[config.mk]
export PLATFORM = sky130hd
export DESIGN_NAME = paddle_ctrl_flat
export DESIGN_NICKNAME = d
export VERILOG_FILES = /design/src/rtl/pong_pkg.sv /design/src/rtl/paddle_ctrl_if.sv /design/src/rtl/paddle_ctrl.sv /design/src/flat_wrapper.sv
export SDC_FILE = /design/constraint.sdc
export NUM_CORES = 1
export LEC_CHECK = 0
export BUFFER_PORTS_ARGS = -buffer_cell sky130_fd_sc_hd__buf_2
export CELL_PAD_IN_SITES_DETAIL_PLACEMENT = 1
export CELL_PAD_IN_SITES_GLOBAL_PLACEMENT = 2
export CORE_ASPECT_RATIO = 1.2
export CORE_MARGIN = 2
export CORE_UTILIZATION = 39
export CTS_BUF_LIST = sky130_fd_sc_hd__clkbuf_8 sky130_fd_sc_hd__clkbuf_16
export DETAILED_ROUTE_END_ITERATION = 8
export GPL_TIMING_DRIVEN = 0
export PLACE_DENSITY = 0.84
export SLEW_MARGIN = 20
export SYNTH_ARGS = -nofsm -noshare
export SYNTH_HDL_FRONTEND = slang
export SYNTH_SLANG_ARGS = --single-unit
[constraint.sdc]
create_clock -name clk -period 3.5 [get_ports clk]
set_input_delay 0.7 -clock clk [delete_from_list [all_inputs] [get_ports clk]]
set_output_delay 0.7 -clock clk [all_outputs]
set_load 0.05 [all_outputs]
[src/rtl/pong_pkg.sv]
// Playfield geometry and paddle FSM encoding shared by the paddle controller,
// the Pong renderer and the collision logic.
package pong_pkg;

    localparam int SCREEN_H = 480;
    localparam int PADDLE_H = 64;
    localparam int COORD_W  = 10;

    // Lowest legal top-edge position, and the recentre position used at reset.
    localparam int YMAX    = SCREEN_H - PADDLE_H;
    localparam int YCENTER = YMAX / 2;

    typedef enum logic {
        IDLE = 1'b0,
        MOVE = 1'b1
    } paddle_state_t;

endpackage

[src/rtl/paddle_ctrl_if.sv]
// Strobe inputs and paddle status outputs between the keypad decoder side
// (master) and the paddle controller (slave).
interface paddle_ctrl_if;
    import pong_pkg::*;

    logic               up;
    logic               down;
    logic [COORD_W-1:0] paddle_y;
    logic               moving;
    logic               at_top;
    logic               at_bottom;

    modport master (
        output up,
        output down,
        input  paddle_y,
        input  moving,
        input  at_top,
        input  at_bottom
    );

    modport slave (
        input  up,
        input  down,
        output paddle_y,
        output moving,
        output at_top,
        output at_bottom
    );

endinterface

[src/rtl/paddle_ctrl.sv]
// Turns single-cycle up/down strobes into smooth STEP-pixel paddle moves,
// one pixel every TICK_DIV clocks, with a small same-direction queue.
module paddle_ctrl
    import pong_pkg::*;
#(
    parameter int STEP        = 16,
    parameter int TICK_DIV    = 4,
    parameter int MAX_PENDING = 3
) (
    input  logic          clk,
    input  logic          rst,
    paddle_ctrl_if.slave  pif
);

    localparam int REM_W  = $clog2(STEP + 1);
    localparam int PEND_W = $clog2(MAX_PENDING + 1);
    localparam int DIV_W  = (TICK_DIV > 1) ? $clog2(TICK_DIV) : 1;

    localparam logic [COORD_W-1:0] Y_MAX    = COORD_W'(YMAX);
    localparam logic [COORD_W-1:0] Y_CENTER = COORD_W'(YCENTER);
    localparam logic [REM_W-1:0]   REM_STEP = REM_W'(STEP);
    localparam logic [PEND_W-1:0]  PEND_MAX = PEND_W'(MAX_PENDING);
    localparam logic [DIV_W-1:0]   DIV_LAST = DIV_W'(TICK_DIV - 1);

    paddle_state_t      state;
    logic               dir;        // 0: toward y=0, 1: toward YMAX
    logic [REM_W-1:0]   remaining;
    logic [PEND_W-1:0]  pending;
    logic [DIV_W-1:0]   div;
    logic [COORD_W-1:0] paddle_y;
    logic               moving;
    logic               at_top;
    logic               at_bottom;

    logic               req;
    logic               dir_req;
    logic               same_req;
    logic               rev_req;
    logic               move_edge;
    logic               blocked;
    logic               step_px;
    logic [COORD_W-1:0] y_next;
    logic [REM_W-1:0]   rem_dec;
    logic [PEND_W:0]    eff;

    function automatic logic [PEND_W-1:0] sat_inc(input logic [PEND_W-1:0] p);
        return (p >= PEND_MAX) ? PEND_MAX : p + 1'b1;
    endfunction

    function automatic logic at_bound(input logic d, input logic [COORD_W-1:0] y);
        return d ? (y == Y_MAX) : (y == '0);
    endfunction

    always_comb begin
        req       = pif.up ^ pif.down;
        dir_req   = pif.down;
        same_req  = req && (dir_req == dir);
        rev_req   = req && (dir_req != dir);
        move_edge = (div == DIV_LAST);
        blocked   = at_bound(dir, paddle_y);
        // A reversal swallows a coinciding move edge, so no pixel moves then.
        step_px   = (state == MOVE) && !rev_req && move_edge && !blocked;
        y_next    = paddle_y;
        if (step_px) begin
            y_next = dir ? paddle_y + 1'b1 : paddle_y - 1'b1;
        end
        rem_dec   = remaining - 1'b1;
        eff       = {1'b0, pending} + {{PEND_W{1'b0}}, same_req};
    end

    always_ff @(posedge clk or posedge rst) begin
        if (rst) begin
            state     <= IDLE;
            dir       <= 1'b0;
            remaining <= '0;
            pending   <= '0;
            div       <= '0;
            paddle_y  <= Y_CENTER;
            moving    <= 1'b0;
            at_top    <= 1'b0;
            at_bottom <= 1'b0;
        end else begin
            paddle_y  <= y_next;
            at_top    <= (y_next == '0);
            at_bottom <= (y_next == Y_MAX);
            case (state)
                IDLE: begin
                    if (req && !at_bound(dir_req, paddle_y)) begin
                        dir       <= dir_req;
                        remaining <= REM_STEP;
                        div       <= '0;
                        pending   <= '0;
                        state     <= MOVE;
                        moving    <= 1'b1;
                    end
                end
                MOVE: begin
                    if (rev_req) begin
                        dir       <= ~dir;
                        remaining <= REM_STEP;
                        pending   <= '0;
                        div       <= '0;
                    end else begin
                        div <= move_edge ? '0 : div + 1'b1;
                        if (!move_edge) begin
                            if (same_req) pending <= sat_inc(pending);
                        end else if (blocked) begin
                            // Sitting on the bound: drop the rest of the move and the queue.
                            pending   <= '0;
                            remaining <= '0;
                            state     <= IDLE;
                            moving    <= 1'b0;
                        end else if (rem_dec != '0) begin
                            remaining <= rem_dec;
                            if (same_req) pending <= sat_inc(pending);
                        end else if (eff != '0) begin
                            // Step finished: chain straight into the next queued step.
                            remaining <= REM_STEP;
                            pending   <= PEND_W'(eff - 1'b1);
                        end else begin
                            remaining <= '0;
                            state     <= IDLE;
                            moving    <= 1'b0;
                        end
                    end
                end
                default: state <= IDLE;
            endcase
        end
    end

    assign pif.paddle_y  = paddle_y;
    assign pif.moving    = moving;
    assign pif.at_top    = at_top;
    assign pif.at_bottom = at_bottom;

endmodule

[src/flat_wrapper.sv]
// flat-port wrapper written by rule: the top's interface ports become plain ports
module paddle_ctrl_flat import pong_pkg::*;
#(
    parameter int STEP        = 16,
    parameter int TICK_DIV    = 4,
    parameter int MAX_PENDING = 3
)
  (clk, rst, pif_up, pif_down, pif_paddle_y, pif_moving, pif_at_top, pif_at_bottom);
  paddle_ctrl_if pif_i ();
  input  logic clk;
  input  logic rst;
  input wire logic [$bits(pif_i.up)-1:0] pif_up;
  input wire logic [$bits(pif_i.down)-1:0] pif_down;
  output wire logic [$bits(pif_i.paddle_y)-1:0] pif_paddle_y;
  output wire logic [$bits(pif_i.moving)-1:0] pif_moving;
  output wire logic [$bits(pif_i.at_top)-1:0] pif_at_top;
  output wire logic [$bits(pif_i.at_bottom)-1:0] pif_at_bottom;
  assign pif_i.up = pif_up;
  assign pif_i.down = pif_down;
  assign pif_paddle_y = pif_i.paddle_y;
  assign pif_moving = pif_i.moving;
  assign pif_at_top = pif_i.at_top;
  assign pif_at_bottom = pif_i.at_bottom;
  paddle_ctrl #(.STEP(STEP), .TICK_DIV(TICK_DIV), .MAX_PENDING(MAX_PENDING)) u_core (.clk(clk), .rst(rst), .pif(pif_i));
endmodule
==> Yosys cells after proc, flatten, opt, wreduce, memory -nomap -nowiden <==
Index checks and enable logic that the tools add are counted.
{ "totals": {"elab_cells": 90, "regBits": 24, "in_bits": 4, "output_inout_bits": 13} }
{ "op_classes": {"muxes": 40, "n_reduce_logical": 17, "n_bitwise": 3, "addsub": 7, "n_eq_ne": 13, "n_lt_le_gt_ge": 1} }
{ "op_table": {"columns": ["operator", "count"], "rows": [
  ["$mux W5", 6],
  ["$eq A10 B9 Y1 const B", 2],
  ["$logic_not A10 Y1", 2],
  ["$mux W10", 2],
  ["$mux W2", 10],
  ["$mux W1", 16],
  ["$add A10 B1 Y10 const B", 1],
  ["$pmux W5 S2", 1],
  ["$sub A10 B1 Y10 const B", 1],
  ["$ne A3 B3 Y1 const B", 3],
  ["$pmux W2 S2", 2],
  ["$logic_and A1 B1 Y1", 6],
  ["$ne A2 B2 Y1 const B", 3],
  ["$ne A6 B6 Y1 const B", 1],
  ["$pmux W1 S2", 3],
  ["$reduce_and A2 Y1", 3],
  ["$reduce_and A5 Y1", 1],
  ["$reduce_bool A5 Y1", 1],
  ["$sub A5 B1 Y5 const B", 1],
  ["$add A2 B1 Y2 const B", 2],
  ["$add A2 B1 Y3", 1],
  ["$logic_not A1 Y1", 3],
  ["$reduce_bool A3 Y1", 1],
  ["$eq A2 B2 Y1 const B", 1],
  ["other kinds (7)", 8]
]} }

==> Logic depth before layout (Yosys ltp) <==
Gate-level depths: netlist (run 1).
{ "logic_depth": {"ltp_word": 10, "ltp_mapped": 10, "mapped_depth_nobuf": 9} }

==> Worst setup path after synthesis (run 1) <==
OpenSTA, ideal clock, no wires.
{ "synth_path": {"path_type": "reg2reg", "from": "register u_core.paddle_y[0], in the netlist u_core.pif.paddle_y[0]", "to": "register u_core.at_bottom, in the netlist u_core.pif.at_bottom", "path_stages_with_launch": 8, "t_arrival_ns": 2.423, "slack_ns": 0.990, "synth_period_minus_slack_ns": 2.510, "path_cell_list": "dfrtp_1 > fa_1 > a21oi_1 > o21ai_0 > a21oi_1 > nor3_1 > or4_1 > a211oi_2"} }
{ "synth_between": {"elab_chain_cells": 6} }
{ "synth_lines": {"columns": ["item", "line_no", "source"], "rows": [
  ["start: declaration", "paddle_ctrl.sv:30", "logic [COORD_W-1:0] paddle_y;"],
  ["start signal: assignment", "paddle_ctrl.sv:83", "paddle_y <= y_next;"],
  ["parallel branches: the longest is 4 deep, another holds $sub A10 B1 Y10", null, null],
  ["$mux W10 (*)", "paddle_ctrl.sv:64", "if (step_px) begin"],
  ["$eq A10 B9 Y1 (*)", "paddle_ctrl.sv:85", "at_bottom <= (y_next == Y_MAX);"],
  ["end signal: assignment", "paddle_ctrl.sv:85", null],
  ["end: declaration", "paddle_ctrl.sv:33", "logic at_bottom;"]
]} }
Every way passes the cells marked *.
A chain may end at the register's enable or synchronous reset.

==> Final worst setup path (run 1) <==
{ "layout_path": {"from": "register u_core.dir", "to": "register u_core.at_top, in the netlist u_core.pif.at_top"} }
{ "layout_between": {"elab_chain_cells": 8} }
{ "layout_lines": {"columns": ["item", "line_no", "source"], "rows": [
  ["start: declaration", "paddle_ctrl.sv:26", "logic dir;"],
  ["start signal: assignment", "paddle_ctrl.sv:89", "dir <= dir_req;"],
  ["start signal: assignment", "paddle_ctrl.sv:99", "dir <= ~dir;"],
  ["$ne A1 B1 Y1", "paddle_ctrl.sv:58", "rev_req = req && (dir_req != dir);"],
  ["$logic_and A1 B1 Y1", "paddle_ctrl.sv:58", null],
  ["$logic_not A1 Y1", "paddle_ctrl.sv:62", "step_px = (state == MOVE) && !rev_req && move_edge && !blocked;"],
  ["$logic_and A1 B1 Y1 (3 in series)", "paddle_ctrl.sv:62", null],
  ["$mux W10 (*)", "paddle_ctrl.sv:64", null],
  ["$logic_not A10 Y1 (*)", "paddle_ctrl.sv:84", "at_top <= (y_next == '0);"],
  ["end signal: assignment", "paddle_ctrl.sv:84", null],
  ["end: declaration", "paddle_ctrl.sv:32", "logic at_top;"]
]} }
Mark *: on every way between the ends. The rest lies on a longest branch, timed or not.

==> results_dict.tcl, run 1 <==
set metrics [dict create \
    power_density_mw_per_mm2 955.8 \
    synth_top_flop_cell "dfrtp_1" \
    routed_wl_mm 4.694 \
    gp_congestion 0.7631 \
    areaGrowthSynthToFinish_pct 12.32 \
    netSwitchingPower_w 0.0009928 \
    antenna_cells 0 \
    io_buffers 16 \
    grt_pass1_wl_mm 7.914 \
    maxCapViolCount 0 \
    ys_seq_area_share_pct 33.24 \
    end_kind "flop" \
    drtIter0Drc 34 \
    clkPwrFrac_pct 12.4 \
    path_cells "buf_2 > inv_1 > ha_1 > a211oi_1 > o21ai_0 > a21oi_1 > xnor2_1 > mux2_2 > a211oi_1" \
    dieArea_sq_mm 0.005226 \
    post-route-period-util_pct 84.19 \
    die_width_um 66.33 \
    drtPass1Iterations 3 \
    first_global_vias 1640 \
    ios 17 \
    path_clk_slew_ns 0.09 \
    highest_layer "met4" \
    p_total_w 0.001952 \
    synthArstFlopShare_pct 100.0 \
    die_h_um 78.79 \
    p_seq_share_pct 28.5 \
    route.met2.wl_mm 2.551 \
    pre_cts_ws_ns 0.5059 \
    setup_slack_ns 0.5532 \
    post_drt_wl_per_cell_um 16.76 \
    globalRouteOverflowTotal 0 \
    placed_cell_area_sq_mm 0.001971 \
    netlist.area_leader.share_pct 28.91 \
    outcome "finished clean" \
    synth_top_family_by_area "compound AO/OA/AOI/OAI gates" \
    crit_top_cell "a211oi_1" \
    swShare_pct 50.87 \
    vdd_drop_max_v 0.0004334 \
    hold_viol 0 \
    synthSimpleGateAreaFrac_pct 20.44 \
    htree_num_levels 1 \
    start_util_pct 40.16 \
    yosys_warnings 0 \
    setup_viol 0 \
    antenna_found_initial 0 \
    cts_buffer_depth 2 \
    drv_slew 0 \
    power_frac_comb_pct 59.2 \
    cp.arrival_ns 3.10 \
    place_hpwl_mm 3.786 \
    synth_cell_types 50 \
    synth_nets 221 \
    synth-xor-area-share_pct 6.263 \
    synth_area_leaders "dfrtp_1 (29%), ha_1 (9.6%), o21ai_0 (5.0%), xnor2_1 (4.8%), nand2_1 (4.7%)" \
    cp.required_ns 3.66 \
    whs_ns 0.5023 \
    period_minus_slack_ns 2.947 \
    startpoint_type "flop" \
    max_slew.worst_pin.slew_ns 0.9200 \
    postRouteAntennaNets 0 \
    cts_setup_buffers 0 \
    clock-sinks 24 \
    relSlewSlack_pct 38.60 \
    track_usage_pct 19.45 \
    design_area_sq_mm 0.002042 \
    cts_made_buffers 3 \
    drc 0 \
    netlist_instances 202 \
    synth_compound_area_share_pct 23.33 \
    cpPeakStageDelay_ns 0.40 \
    fin_nets 242 \
    cp_slowest_cell "a211oi_1" \
    insertion_delay_ns 0.27 \
    wl_met1_mm 1.986 \
    vias_per_cell 5.739 \
    cts_tree "done" \
    p_leak_nw 0.9130 \
    postSynthAreaPerCell_sq_um 9.000 \
    yosys.area.top_type "dfrtp_1" \
    crit_type "flop to flop" \
    wl_met3_um 82 \
    mappedNetlistArea_sq_mm 0.001818 \
    grt_setup_unrepaired "false" \
    rows 27 \
    drive_gt1_share_pct 14.86 \
    finalSetupTns_ns 0 \
    ys_ff_latch 24 \
    synth-adder-area-share_pct 10.74 \
    ctsHoldBuffers 0 \
    vias 1607 \
    core-area_sq_mm 0.004527 \
    synth.area.mux_share_pct 1.789 \
    internal_power_w 0.0009589 \
    cts_resized 0 \
    fmaxAchievable_mhz 339.4 \
    fin_worst_skew_ns 0.009789 \
    cp_max_fo 10 \
    synth_edf_count 0 \
    cts_root_buffer "clkbuf_8" \
    hold_path_class "flop to flop" \
    grt_max_degree 25 \
]
-- synthesized netlist by cell type (3+ instances only) --
cell / count
xor2_1: 3
a211oi_1: 3
inv_1: 14
a21o_1: 4
clkbuf_1: 5
dfrtp_1: 21
dfstp_2: 3
nor3_1: 8
and3_1: 4
ha_1: 14
xnor2_1: 10
nand4_1: 3
o211ai_1: 4
a21oi_1: 11
nor2_1: 7
o21ai_0: 18
nand2_1: 23
nand3b_1: 4
-- worst max-delay path, delay by kind of cell (launching register included) --
| kind | cells | cell delay (ns) |
|---|---|---|
| xor gates and xnor gates | 1 | 0.17 |
| muxes | 1 | 0.39 |
| AOI/OAI and AO/OA | 4 | 1.12 |
| buffers and inverters | 2 | 0.47 |
| DFF | 1 | 0.37 |
| adders and majority gates | 1 | 0.32 |
-- power groups by stage --
stage / Sequential (W) / Combinational (W) / Clock, W
after CTS: 0.000556 / 0.00117 / 0.000246
after global placement: 0.000545 / 0.00111 / 0
after detailed placement: 0.000560 / 0.00116 / 0
after global routing: 0.000579 / 0.00128 / 0.000257
final: 0.000556 / 0.00115 / 0.000241
after floorplan: 0.000732 / 0.000697 / 0
-- sequential cells by signal, summed over array words and instances, names as in the netlist --
| register | count |
|---|---|
| u_core.pif.moving | 1 |
| u_core.pending | 2 |
| u_core.pif.paddle_y | 10 |
| u_core.div | 2 |
| u_core.state | 1 |
| u_core.pif.at_bottom | 1 |
| u_core.pif.at_top | 1 |
| u_core.remaining | 5 |
| u_core.dir | 1 |
-- logic make-up (layout without fill, tap and decap cells) --
kind of cell / count (synthesis) / in the layout
buffers and inverters: 20 / 40
adders and majority gates: 15 / 15
xor gates and xnor gates: 13 / 13
DFF: 24 / 24
muxes: 3 / 3
AOI/OAI and AO/OA: 61 / 61
and+or+nand+nor: 66 / 66
-- routing by layer --
layer | GRT usage [%] | vias up
li1 | - | 786
met3 | 2.125 | 6
met2 | 37.10 | 16
met5 | 0 | -
met1 | 22.45 | 799
met4 | 5.102 | 0
-- cell usage in the layout, fill, tap and decap left out, types with 3 or more instances in the layout --
master and instances:
a211oi_1 3, a21o_1 4, a21oi_1 11, and3_1 4, buf_2 17, clkbuf_1 5, clkbuf_8 3, dfrtp_1 21
dfstp_2 3, ha_1 14, inv_1 14, nand2_1 23, nand3b_1 4, nand4_1 3, nor2_1 7, nor3_1 8
o211ai_1 4, o21ai_0 18, xnor2_1 10, xor2_1 3
-- metrics by stage --
| step | std cells | util (%) |
|---|---|---|
| global route | 280 | 45.11 |
| CTS | 280 | 45.11 |
| global placement | 276 | 43.53 |
| finish | 280 | 45.11 |
| floorplan | 202 | - |
| detailed placement | 276 | 43.53 |
-- cell type report --
cell class	instances	area (sq um)
clock buffer	3	41.29
timing repair buffer	16	80.08
sequential	24	604.3
multi-input combinational	158	1137
tap	58	72.57
inverter	14	52.55
buffer	6	23.77
fill	535	2485
clock inverter	1	30.03
-- path summary, 6_finish.rpt --
path	startpoint	to	slack, ns	cells after the start
worst min-delay path	u_core.pif.moving$_DFFE_PP0P_	u_core.pif.moving$_DFFE_PP0P_	0.50	1
worst max register to register	u_core.dir$_DFFE_PP0P_	u_core.pif.at_top$_DFF_PP0_	0.55	9
min in group asynchronous	rst	u_core.pif.at_bottom$_DFF_PP0_	0.63	2
max in group asynchronous	rst	u_core.div[0]$_DFFE_PP0P_	2.31	2
worst max-delay path	u_core.dir$_DFFE_PP0P_	u_core.pif.at_top$_DFF_PP0_	0.55	9
worst min register to register	u_core.pif.moving$_DFFE_PP0P_	u_core.pif.moving$_DFFE_PP0P_	0.50	1
Power figures use the tool's default switching activity.
==> run 2, diff against run 1 <==
ABC_AREA = 1   (was not set)
CORE_UTILIZATION = 33   (was 39)
PLACE_DENSITY = 0.8   (was 0.84)
clock period = 3 ns   (was 3.5 ns; I/O delays follow)
==> run 2 against run 1 <==
Worst hold slack worse by 0.11 ns. Highest routed layer unchanged. Largest cell class unchanged. Clock-buffer cell count up 1. Largest power group unchanged. Clock skew down 0.0085 ns. Worst setup slack better by 0.0037 ns. Non-clock buffer count down 5. Register-to-register slack about the same. First-iteration DRC count up 44%. Sequential share of layout area down 2.0 points. Sequential cell count unchanged. Area after synthesis up 7.7%. Global-route usage down 1.9 points.
==> results_dict.tcl, run 2 <==
set metrics [dict create \
    outcome "finished clean" \
    synth_cell_types 26 \
    reg2reg_to "u_core.pif.moving$_DFFE_PP0P_" \
    first_global_vias 1974 \
    cts_buffer_depth 2 \
    power_density_mw_per_mm2 1260 \
    drv_slew 0 \
    setup_slack_ns 0.5569 \
    synth_area_leaders "dfrtp_1 (27%), nand2_1 (18%), ha_1 (8.9%), inv_1 (8.4%), nand3_1 (7.4%)" \
    fin_worst_skew_ns 0.001253 \
    grt_max_degree 25 \
    drive_gt1_share_pct 12.94 \
    insertion_delay_ns 0.27 \
    mappedNetlistArea_sq_mm 0.001958 \
    swShare_pct 56.28 \
    regMostFlops "u_core.pif.paddle_y" \
    postRouteAntennaNets 0 \
    drtPass1Iterations 4 \
    cts_root_buffer "clkbuf_8" \
    reg_top3 "u_core.pif.paddle_y (10), u_core.remaining (5)" \
    synth_nets 308 \
    maxCapViolCount 0 \
    startpoint_type "flop" \
    grt_setup_unrepaired "false" \
    post-route-period-util_pct 81.44 \
    p_leak_nw 1.208 \
    synthArstFlopShare_pct 100.0 \
    relSlewSlack_pct 39.52 \
    place_hpwl_mm 4.217 \
    synth_edf_count 0 \
    largest_register_ffs 10 \
    final_util_pct 38.44 \
    drc 0 \
    post_drt_wl_per_cell_um 13.34 \
    die_width_um 74.32 \
    netlist.area_leader.share_pct 26.84 \
    ys_ff_latch 24 \
    end_kind "flop" \
    period_minus_slack_ns 2.443 \
    ios 17 \
    place_inst 385 \
    io_buffers 16 \
    ys_seq_area_share_pct 30.86 \
    pre_cts_ws_ns 0.3766 \
    p_total_w 0.002763 \
    fillers 762 \
    yosys.area.top_type "dfrtp_1" \
    setup_viol 0 \
    ys_top_cells_by_count "nand2_1 (92), inv_1 (44), nand3_1 (29)" \
    core-area_sq_mm 0.005705 \
    crit_path_start "u_core.dir$_DFFE_PP0P_" \
    power_frac_comb_pct 68.8 \
    areaGrowthSynthToFinish_pct 12.01 \
    vdd_drop_max_v 0.0004125 \
    synth.most_common_cell "nand2_1" \
    timing.rr.start "u_core.dir$_DFFE_PP0P_" \
    hold_path_class "input pin to asynchronous set/reset pin" \
    rows 30 \
    antenna_cells 0 \
    internal_power_w 0.001208 \
    clkPwrFrac_pct 8.2 \
    antenna_found_initial 0 \
    dieArea_sq_mm 0.006569 \
    drtIter0Drc 49 \
    yosys_warnings 0 \
    fin_nets 329 \
    vias_per_cell 4.763 \
    cts_resized 0 \
    stdcell_count 389 \
    final_cell_mix "nand2_1 (92), inv_1 (43), nand3_1 (29)" \
    cp_max_fo 13 \
    finalSetupTns_ns 0 \
    die_h_um 88.39 \
    track_usage_pct 17.57 \
    fmaxAchievable_mhz 409.3 \
    cts_made_buffers 3 \
    hold_viol 0 \
    postSynthAreaPerCell_sq_um 6.776 \
    gp_congestion 0.7620 \
    netlist_instances 289 \
    rr_worst_depth 14 \
    cp.arrival_ns 2.61 \
    crit_type "flop to flop" \
    p_seq_share_pct 23.0 \
    cts_setup_buffers 0 \
    clock-sinks 24 \
    htree_num_levels 1 \
    synth_top_flop_cell "dfrtp_1" \
    vias 1853 \
    netSwitchingPower_w 0.001555 \
    r2r_slack_ns 0.56 \
    mostFrequentLayoutCell "nand2_1" \
    path_clk_slew_ns 0.09 \
    cts_tree "done" \
    start_util_pct 34.32 \
    routed_wl_mm 5.190 \
    globalRouteOverflowTotal 0 \
    max_slew.worst_pin.slew_ns 0.9017 \
    grt_pass1_wl_mm 8.928 \
    ctsHoldBuffers 0 \
    cp.required_ns 3.17 \
]
-- run 2: logic make-up after synthesis --
group                      Yosys count  synth area share, %
and+or+nand+nor                    173                40.26
DFF                                 24                30.86
buffers and inverters               46                9.201
AOI/OAI and AO/OA                   25                7.029
xor gates and xnor gates             6                2.684
adders and majority gates           15                9.968
-- run 2: worst max-delay path, cell delays in order, from the launching register on --
cell and delay, ns:
dfrtp_1 0.47, inv_2 0.27, nand2_2 0.08, nand3_1 0.10
inv_1 0.09, ha_1 0.19, ha_1 0.28, inv_1 0.05
ha_1 0.13, inv_1 0.03, nor2_1 0.08, nand4_1 0.18
nand2_1 0.14, nand2_1 0.07, a22o_1 0.17
-- run 2: stage by stage --
stage	hold slack, ns	instance area (sq um)
after floorplan	0.4602	1958
after global placement	0.4791	2138
after detailed placement	0.4809	2138
after CTS	0.5008	2193
after global routing	0.4623	2193
final	0.3963	2193
-- run 2: how the worst max path moves through the flow --
stage,endpoint,cells past startpoint,slack (ns)
floorplan,u_core.pif.moving$_DFFE_PP0P_,15,0.82
global placement,u_core.pending[0]$_DFFE_PP0P_,16,0.41
detailed placement,u_core.pif.moving$_DFFE_PP0P_,16,0.38
CTS,u_core.pending[1]$_DFFE_PP0P_,14,0.48
global route,u_core.pif.moving$_DFFE_PP0P_,14,0.27
finish,u_core.pif.moving$_DFFE_PP0P_,14,0.56
-- run 2: final cells by class --
cell class | instances | area, sq um | share of cell area [%]
inverter | 45 | 168.9 | 7.701
sequential | 24 | 604.3 | 27.55
timing repair buffer | 16 | 80.08 | 3.651
buffer | 1 | 11.26 | 0.5134
tap | 80 | 100.1 | 4.564
clock buffer | 4 | 55.05 | 2.510
multi-input combinational | 219 | 1174 | 53.51
-- run 2: power by group through the flow --
stage	clock network (W)	registers (W)	logic, W
2_1_floorplan	0	0.000843	0.00127
3_3_place_gp	0	0.000643	0.00189
3_5_place_dp	0	0.000648	0.00194
4_1_cts	0.000233	0.000641	0.00195
5_1_grt	0.000246	0.000659	0.00219
6_report	0.000226	0.000636	0.00190
-- run 2: metal layers --
layer | share of wire, % | track usage [%] | vias to the layer above
met5 | 0 | 0 | -
met4 | 0.85 | 3.896 | 0
met3 | 0.56 | 1.367 | 5
met2 | 56 | 36.04 | 8
met1 | 43 | 19.05 | 884
li1 | - | - | 956
==> run 3, diff against run 2 <==
ABC_AREA = 0   (was 1)
CORE_UTILIZATION = 37   (was 33)
PLACE_DENSITY = 0.81   (was 0.8)
clock period = 2.4 ns   (was 3 ns; I/O delays follow)
==> run 3 against run 2 <==
The run now ends with negative setup slack left. Sequential share of layout area decreased by 1.1 points. Clock skew increased by 0.0015 ns. Worst setup slack got worse by 0.58 ns. Highest routed layer unchanged.
==> results_dict.tcl, run 3 (synthesis results as in run 1) <==
set metrics [dict create \
    outcome "complete, but fails checks" \
    violations "negative setup slack" \
    pre_cts_ws_ns -0.4746 \
    grt_pass1_wl_mm 8.763 \
    insertion_delay_ns 0.26 \
    top_usage_layer "met2" \
    largest_register_ffs 10 \
    cts_tree "done" \
    setup_viol 2 \
    p_leak_nw 0.9947 \
    p_total_w 0.003188 \
    routed_wl_mm 5.233 \
    whs_ns 0.4107 \
    vdd_drop_max_v 0.0008486 \
    gp_congestion 0.7222 \
    period_minus_slack_ns 2.426 \
    power_density_mw_per_mm2 1380 \
    vias 1678 \
    grt_max_degree 25 \
    path_clk_slew_ns 0.09 \
    reg_top3 "u_core.pif.paddle_y (10), u_core.remaining (5)" \
    grt_util_met1_pct 23.30 \
    met2_usage_pct 39.22 \
    hold_path_class "input pin to asynchronous set/reset pin" \
    htree_num_levels 1 \
    crit_type "flop to flop" \
    mostFrequentLayoutCell "nand2_1" \
    dieArea_sq_mm 0.005493 \
    post-route-period-util_pct 101.1 \
    cp.required_ns 2.58 \
    setup_slack_ns -0.02551 \
    die_width_um 67.99 \
    core-area_sq_mm 0.004662 \
    rows 27 \
    cts_made_buffers 3 \
    fin_nets 253 \
    final_cell_mix "nand2_1 (23), dfrtp_1 (19), buf_2 (16)" \
    clock-sinks 24 \
    io_buffers 16 \
    place_hpwl_mm 3.714 \
    drtIter0Drc 61 \
    ctsHoldBuffers 0 \
    ios 17 \
    drc 0 \
    fmaxAchievable_mhz 412.3 \
    globalRouteOverflowTotal 0 \
    antenna_found_initial 0 \
    track_usage_pct 21.04 \
    cp.arrival_ns 2.61 \
    fillers 541 \
    regArea_sq_um 610.6 \
    grt_use_met3_pct 2.078 \
    multiInputGateArea_sq_mm 0.001297 \
    areaGrowthSynthToFinish_pct 27.05 \
    rr_worst_depth 9 \
    final_util_pct 49.54 \
    relSlewSlack_pct 37.27 \
    post_drt_wl_per_cell_um 17.98 \
    startpoint_type "flop" \
    hold_viol 0 \
    drtPass1Iterations 3 \
    max_slew.worst_pin.slew_ns 0.9399 \
    drive_gt1_share_pct 31.76 \
    end_kind "flop" \
    grt_setup_unrepaired "true" \
    cp_max_fo 7 \
    regMostFlops "u_core.pif.paddle_y" \
    cts_buffer_depth 2 \
    postRouteAntennaNets 0 \
    first_global_vias 1824 \
    drv_slew 0 \
    antenna_cells 0 \
    fin_worst_skew_ns 0.002780 \
    cts_root_buffer "clkbuf_8" \
    die_h_um 80.79 \
    maxCapViolCount 0 \
    start_util_pct 39.00 \
    vias_per_cell 5.766 \
]
==> run 3: changes by cell type in the layout (fill, tap and decap cells not counted), sizes merged, moves of 5 or more <==
cell | before | now
inv | 44 | 13
o21ai | 13 | 18
nand2 | 103 | 23
nor3 | 1 | 8
nor2 | 29 | 8
xnor2 | 2 | 10
nand3 | 30 | 3
buf | 17 | 30
==> run 3: timing repair <==
action                                 in CTS  in global routing
buffers inserted                           11                  2
resized for setup                          33                  9
endpoints found under the hold margin       0                  0
setup endpoints to repair                   5                 11
pin swaps                                  13                  1
==> run 3: stage by stage <==
| stage | area (sq um) | instances | TNS, ns |
|---|---|---|---|
| after floorplan | 1824 | 202 | -0.002655 |
| after global placement | 1977 | 276 | -1.464 |
| after detailed placement | 1977 | 276 | -1.845 |
| after CTS | 2268 | 290 | -0.003378 |
| after global routing | 2310 | 291 | -0.2213 |
| final | 2310 | 291 | -0.04575 |
==> run 3: worst paths after layout <==
path,startpoint,slack [ns],endpoint
worst max-delay path,u_core.dir$_DFFE_PP0P_,-0.03,u_core.pif.at_bottom$_DFF_PP0_
worst max register to register,u_core.dir$_DFFE_PP0P_,-0.03,u_core.pif.at_bottom$_DFF_PP0_
worst min register to register,u_core.pif.moving$_DFFE_PP0P_,0.49,u_core.pif.moving$_DFFE_PP0P_
worst min-delay path,rst,0.41,u_core.remaining[3]$_DFFE_PP0P_
min in group clk,u_core.pif.moving$_DFFE_PP0P_,0.49,u_core.pif.moving$_DFFE_PP0P_
max in group asynchronous,rst,1.35,u_core.pif.paddle_y[1]$_DFF_PP0_
==> run 3: report_power, final <==
part	switching, W	internal (W)	total [W]
combinational	0.00123	0.000837	0.00206
clock	0.000128	0.000146	0.000275
sequential	0.000268	0.000581	0.000849
==> run 3: cell type report <==
class | count | area share (%)
clock buffer | 4 | 2.384
multi-input combinational | 158 | 56.18
tap | 58 | 3.142
timing repair buffer | 29 | 8.342
buffer | 4 | 1.083
inverter | 14 | 2.438
sequential | 24 | 26.44
==> run 3: worst max-delay path, cell delays in order, from the launching register on <==
cell and delay (ns):
dfrtp_1 0.35, buf_6 0.11, clkinvlp_4 0.18, ha_1 0.38
a211oi_4 0.28, o21ai_2 0.14, a21oi_2 0.20, xnor2_2 0.16
mux2_4 0.34, a211oi_2 0.20
==> run 3: routing by layer <==
layer  vias up  share of wire, %
met5         -                 0
met4         0               2.4
met3        11              0.84
met2        15                57
met1       849                40
li1        803                 -
